[src/rtl/oka_operand_split_32bit.sv]
// Front end of the overlap-free Karatsuba (OKA) GF(2)[x] multiplier.
// Splits two N-bit operands into even/odd coefficient halves, issues the
// four half-width sub-products to a shared external carry-less multiplier
// one at a time, and presents the collected results as term1..term4.
module oka_operand_split_32bit #(
  parameter int N = 32
) (
  input  logic           clk,
  input  logic           rst_n,
  input  logic           in_valid,
  output logic           in_ready,
  input  logic [N-1:0]   a_in,
  input  logic [N-1:0]   b_in,
  output logic           sub_valid,
  input  logic           sub_ready,
  output logic [1:0]     sub_idx,
  output logic [N/2-1:0] sub_a,
  output logic [N/2-1:0] sub_b,
  input  logic           res_valid,
  input  logic [N-2:0]   res_data,
  output logic           out_valid,
  input  logic           out_ready,
  output logic [N-2:0]   term1,
  output logic [N-2:0]   term2,
  output logic [N-2:0]   term3,
  output logic [N-2:0]   term4,
  output logic           err_sticky
);

  localparam int H = N / 2;

  typedef enum logic [1:0] {
    IDLE  = 2'd0,
    ISSUE = 2'd1,
    WAIT  = 2'd2,
    DONE  = 2'd3
  } state_t;

  state_t       state;
  logic [1:0]   k;
  logic [1:0]   k_nxt;
  logic [H-1:0] ae, ao, be, bo;

  // Coefficients of x^(2i) of an operand.
  function automatic logic [H-1:0] even_bits(input logic [N-1:0] v);
    logic [H-1:0] r;
    for (int i = 0; i < H; i++) r[i] = v[2*i];
    return r;
  endfunction

  // Coefficients of x^(2i+1) of an operand.
  function automatic logic [H-1:0] odd_bits(input logic [N-1:0] v);
    logic [H-1:0] r;
    for (int i = 0; i < H; i++) r[i] = v[2*i+1];
    return r;
  endfunction

  // Handshake flags are pure state decodes, so no input reaches them
  // combinationally.
  assign in_ready  = (state == IDLE);
  assign sub_valid = (state == ISSUE);
  assign out_valid = (state == DONE);
  assign sub_idx   = k;
  assign k_nxt     = k + 2'd1;

  // Sequencer: capture halves, walk the four requests, collect results.
  // NOTE: all state here uses non-blocking assignments so every register
  // samples pre-edge values, independent of statement order.
  always_ff @(posedge clk or negedge rst_n) begin
    if (!rst_n) begin
      state      <= IDLE;
      k          <= 2'd0;
      ae         <= '0;
      ao         <= '0;
      be         <= '0;
      bo         <= '0;
      sub_a      <= '0;
      sub_b      <= '0;
      term1      <= '0;
      term2      <= '0;
      term3      <= '0;
      term4      <= '0;
      err_sticky <= 1'b0;
    end else begin
      // A result strobe is only meaningful while a request is outstanding.
      if (res_valid && state != WAIT) err_sticky <= 1'b1;

      unique case (state)
        IDLE: begin
          if (in_valid) begin
            ae    <= even_bits(a_in);
            ao    <= odd_bits(a_in);
            be    <= even_bits(b_in);
            bo    <= odd_bits(b_in);
            // Request 0 is (Ae, Be), taken straight from the inputs.
            sub_a <= even_bits(a_in);
            sub_b <= even_bits(b_in);
            k     <= 2'd0;
            state <= ISSUE;
          end
        end
        ISSUE: begin
          if (sub_ready) state <= WAIT;
        end
        WAIT: begin
          if (res_valid) begin
            unique case (k)
              2'd0: term1 <= res_data;
              2'd1: term2 <= res_data;
              2'd2: term3 <= res_data;
              2'd3: term4 <= res_data;
            endcase
            if (k == 2'd3) begin
              state <= DONE;
            end else begin
              // k bit 1 selects the A half, bit 0 selects the B half.
              k     <= k_nxt;
              sub_a <= k_nxt[1] ? ao : ae;
              sub_b <= k_nxt[0] ? bo : be;
              state <= ISSUE;
            end
          end
        end
        DONE: begin
          if (out_ready) state <= IDLE;
        end
      endcase
    end
  end

endmodule

[config.mk]
export PLATFORM = sky130hd
export DESIGN_NAME = oka_operand_split_32bit
export DESIGN_NICKNAME = d
export VERILOG_FILES = /design/src/rtl/oka_operand_split_32bit.sv
export SDC_FILE = /design/constraint.sdc
export NUM_CORES = 1
export LEC_CHECK = 0
export CAP_MARGIN = 20
export CORE_UTILIZATION = 35
export CTS_BUF_LIST = sky130_fd_sc_hd__clkbuf_8 sky130_fd_sc_hd__clkbuf_16
export DETAILED_ROUTE_END_ITERATION = 8
export PLACE_DENSITY = 0.67
export SKIP_LAST_GASP = 1
export SYNTH_ARGS = -nofsm -noshare
export SYNTH_HDL_FRONTEND = slang
export SYNTH_SLANG_ARGS = --single-unit
[constraint.sdc]
create_clock -name clk -period 3.66 [get_ports clk]
set_clock_uncertainty 0.15 [all_clocks]
set_input_delay 1.098 -clock clk [delete_from_list [all_inputs] [get_ports clk]]
set_output_delay 1.098 -clock clk [all_outputs]
set_load 0.02 [all_outputs]
# Word level (Yosys, flattened, before mapping)
# Index checks and enable logic that the tools add are counted.
[word_totals]
ff_bits = 225
input_bits = 101
word_cells = 57
[classes]
addsub = 1
n_eq_ne = 12
muxes = 20
n_reduce_logical = 11
[ops]
columns = ["operator", "n"]
rows = [
  ["$mux W16", 8],
  ["$pmux W16 S2", 2],
  ["$mux W2", 8],
  ["$reduce_and A3 Y1", 4],
  ["$eq A2 B2 Y1 const B", 4],
  ["$ne A2 B2 Y1 const B", 4],
  ["$pmux W2 S4", 1],
  ["$reduce_and A4 Y1", 2],
  ["$eq A2 B1 Y1 const B", 2],
  ["$logic_not A2 Y1", 2],
  ["$ne A2 B1 Y1 const B", 2],
  ["$pmux W2 S2", 1],
  ["$add A2 B1 Y2 const B", 1],
  ["$reduce_and A2 Y1", 1],
  ["$reduce_bool A2 Y1", 1],
  ["$logic_and A1 B1 Y1", 1],
]

# Logic depth before layout (Yosys ltp)
[depth]
word_depth = 5
ltp_mapped = 9

# Least setup slack after synthesis
# No wires, ideal clock.
[synth_timing]
path_type = "flip-flop to flip-flop"
startpoint = "reg k[0], in the netlist sub_idx[0]"
endpoint = "reg sub_a[14]"
setup_ns = 0.125
t_arrival_ns = 2.262
t_required_ns = 3.385
slack_ns = 1.123
stages_incl_launch_ff = 10
period_less_slack_ns = 2.537
cell_sequence = "dfrtp_1 > buf_6 > clkbuf_8 > inv_1 > ha_1 > buf_6 > clkbuf_8 > mux2_2 > mux2_2 > mux2_2"
[synth_via]
elab_chain_len = 5
elab_cells_between_ends = 8
cone_classes = "1 x add/sub; 2 x eq/ne; 4 x mux; 1 x reduce/logical"
[synth_rtl]
columns = ["item", "line", "source"]
rows = [
  ["start, declared", "40", "logic [1:0] k;"],
  ["start signal, assigned", "117", "k <= k_nxt;"],
  ["$add A2 B1 Y2", "64", "assign k_nxt = k + 2'd1;"],
  ["$mux W16", "118", "sub_a <= k_nxt[1] ? ao : ae;"],
  ["$mux W16", "113", "if (k == 2'd3) begin"],
  ["$mux W16", "106", "if (res_valid) begin"],
  ["$pmux W16 S2", "88", "unique case (state)"],
  ["end signal, assigned", "96", "sub_a <= even_bits(a_in);"],
  ["end signal, assigned", "118", ""],
  ["end, declared", "17", "output logic [N/2-1:0] sub_a,"],
]
# Parallel ways exist; a longest one is shown, timed or not. The select of a mux whose other input is x is not followed.
# A chain may end at the register's enable or synchronous reset.

# Worst setup path after layout
[layout_timing]
startpoint = "reg state[0]"
endpoint = "out sub_valid"
[layout_via]
elab_chain_len = 1
[layout_rtl]
columns = ["item", "line", "source"]
rows = [
  ["start, declared", "39", "state_t state;"],
  ["start signal, assigned", "71", "state <= IDLE;"],
  ["start signal, assigned", "99", "state <= ISSUE;"],
  ["start signal, assigned", "103", "if (sub_ready) state <= WAIT;"],
  ["$eq A2 B1 Y1", "61", "assign sub_valid = (state == ISSUE);"],
  ["end, declared", "14", "output logic sub_valid,"],
]
# Every way passes these cells.

==> metrics <==
RD Place Congestion=0.7440; Final WS setup=461.6 ps; Cells after DPL=1,154; Util after Layout=50.78%; Slew @ Worst Pin=475.2 ps; non-filler cells, final=~1,200; Critical Path Max Stage Delay=680 ps; gr usage total=16.19%; Hold Path Class=input pin to async pin; CTS Hold Bufs=0; CTS root buf=clkbuf_16; RSZ-0062 raised after global routing=false; Area growth syn-to-layout=42.54%; IO Pins=between 200 and 300; die width=164.9 microns; initial antenna violation count=1; Initial Util=35.62%; clock sinks=around 230; Die Area=~27,000 sq um; H-tree depth=1; Max Clk Rate=0.3127 GHz; Setup Fix Bufs, Post-CTS=0; nets=952; Reg clk slew, reported paths=60 ps; Vias per Instance=4.770; Synth Flop Type=dfrtp_1; Die Y-Extent=around 160 microns; final setup fails=0; WP data required=2410 ps; drt total wl=22.02 mm; Synthesized Nets=680; number of max-cap violations=0; register area share after synthesis=60.66%; vias=5,719; DR WL/cell=18.36 microns; Arr. time, crit path=just under 2000 ps; r2r setup slk=1100 ps; Buf/Inv on CP=2; Post-DP Area=12,340 sq um; DR iter-0 viols=~320; CP Cell Sequence=inv_1 > nor2_1 > clkdlybuf4s50_1; row count=59; async set-reset flop share out of synthesis=100.0%; Final Max Slew Viols=0; DRT Pass-1 Iters=4; vias in the first global route=5,892; # DRC=0; YS warnings=0; # fillers=~2,300; CTS tree=done; worst vdd ir=0.0005076 V; worst hold slack=~310 ps; layout cell share with drive strength beyond 1=40.28%; critical path launch point type=flip-flop; dpl ws=514.1 ps; Congestion Overflow GR=0; Synth top area share=60.66%; delay-heaviest family, CP=buffers and inverters; synth cell count leaders=mux2_2 (281), dfrtp_1 (225), buf_2 (14), buf_4 (10); Synth Instances=575; Clock Latency Late Sink=520 ps; Num CTS Buffers=26; global-route wire length before repair=34.01 mm; CP endpoint kind=output pin; largest net degree at the start of global routing=65; Fin. Hold Viols=0; top post-synthesis cells by area=dfrtp_1 (61%), mux2_2 (34%), buf_4 (0.81%); Antenna Diode Count=0; Pwr Density=864.4 nW/um^2; Avg Cell Area, Syn=around 16 sq um; Max-slew headroom=68.32%; period utilization=87.39%; DP HPWL=roughly 15 mm; number of flops mapped to enable cells by yosys=0; Final ANT Viol Nets=0; synth unique cells=24; Netlist Area Pre-Place=between 9000 and 10,000 sq um; CTS max path bufs=3; P_leak=between 5 and 6 nW; Resized cells post-CTS=0; top-count cell post-synth=mux2_2; Core Area=26,060 sq um; I/O Buffers=262; post-synth top area cell=dfrtp_1; total power=11.44 mW; Final TNS setup=0 ps; final instance area=13,230 sq um; outcome=complete, no violations; min Tclk post-route=3198 ps; CP Max Fanout=6; Synth Register Bits=about 230; WS Path Type=flip-flop to output pin; critical path's slowest cell=clkdlybuf4s50_1
-- registers in the layout (all words and copies together), names as in the netlist, 2 cells and up --
name     flops
term4       31
be          16
term2       31
sub_b       16
sub_a       16
term3       31
ae          16
bo          16
state        2
sub_idx      2
term1       31
ao          16
-- logic make-up after synthesis --
kind of cell	Yosys count	synth area share [%]
buf+inv	35	2.561
simple gates	20	1.105
compound gates	5	0.3505
fa+ha+maj	4	0.5392
flops	225	60.66
mux	286	34.79
-- cell usage in the layout (no fill, tap or decap), drive strengths merged --
cell type / count
mux2: 284
clkdlybuf4s50: 261
dfrtp: 225
clkbuf: 38
buf: 15
inv: 7
nand3: 4
nand2: 4
ha: 4
nor2b: 4
nor2: 3
mux2i: 2
o21ai: 2
and2: 2
clkinv: 2
nand2b: 1
nand3b: 1
a21oi: 1
nor3: 1
a31oi: 1
a21o: 1
bufinv: 1
-- routing by layer --
| metal | track usage, % | up-vias | part of all wire [%] |
|---|---|---|---|
| li1 | - | 2605 | - |
| met1 | 21.56 | 2905 | 43 |
| met2 | 25.78 | 161 | 47 |
| met3 | 3.717 | 46 | 6.5 |
| met4 | 5.755 | 2 | 3.2 |
| met5 | 0 | - | 0.059 |
-- worst paths after layout --
path                            startpoint    endpoint  cells past startpoint
worst max register to register  sub_idx[0]    sub_a[3]                      7
worst min-delay path                 rst_n   term4[13]                      1
min in group clk                err_sticky  err_sticky                      1
max in group asynchronous            rst_n       ae[1]                      2
worst max-delay path              state[0]   sub_valid                      3
worst min register to register  err_sticky  err_sticky                      1
-- power by group --
group / internal [mW] / switching, mW
clock: 1.60 / 1.01
sequential: 3.56 / 0.552
combinational: 2.65 / 2.06
total: 7.81 / 3.63
-- cell type report --
cell class	count	area [sq um]	share of cell area, %
clock buffer	38	815.8	6.166
clock inverter	7	71.32	0.5390
inverter	3	11.26	0.08511
multi-input combinational	315	3451	26.08
sequential	225	5630	42.55
tap	335	419.2	3.168
timing repair buffer	276	2833	21.41
(Power assumes the default switching activity.)
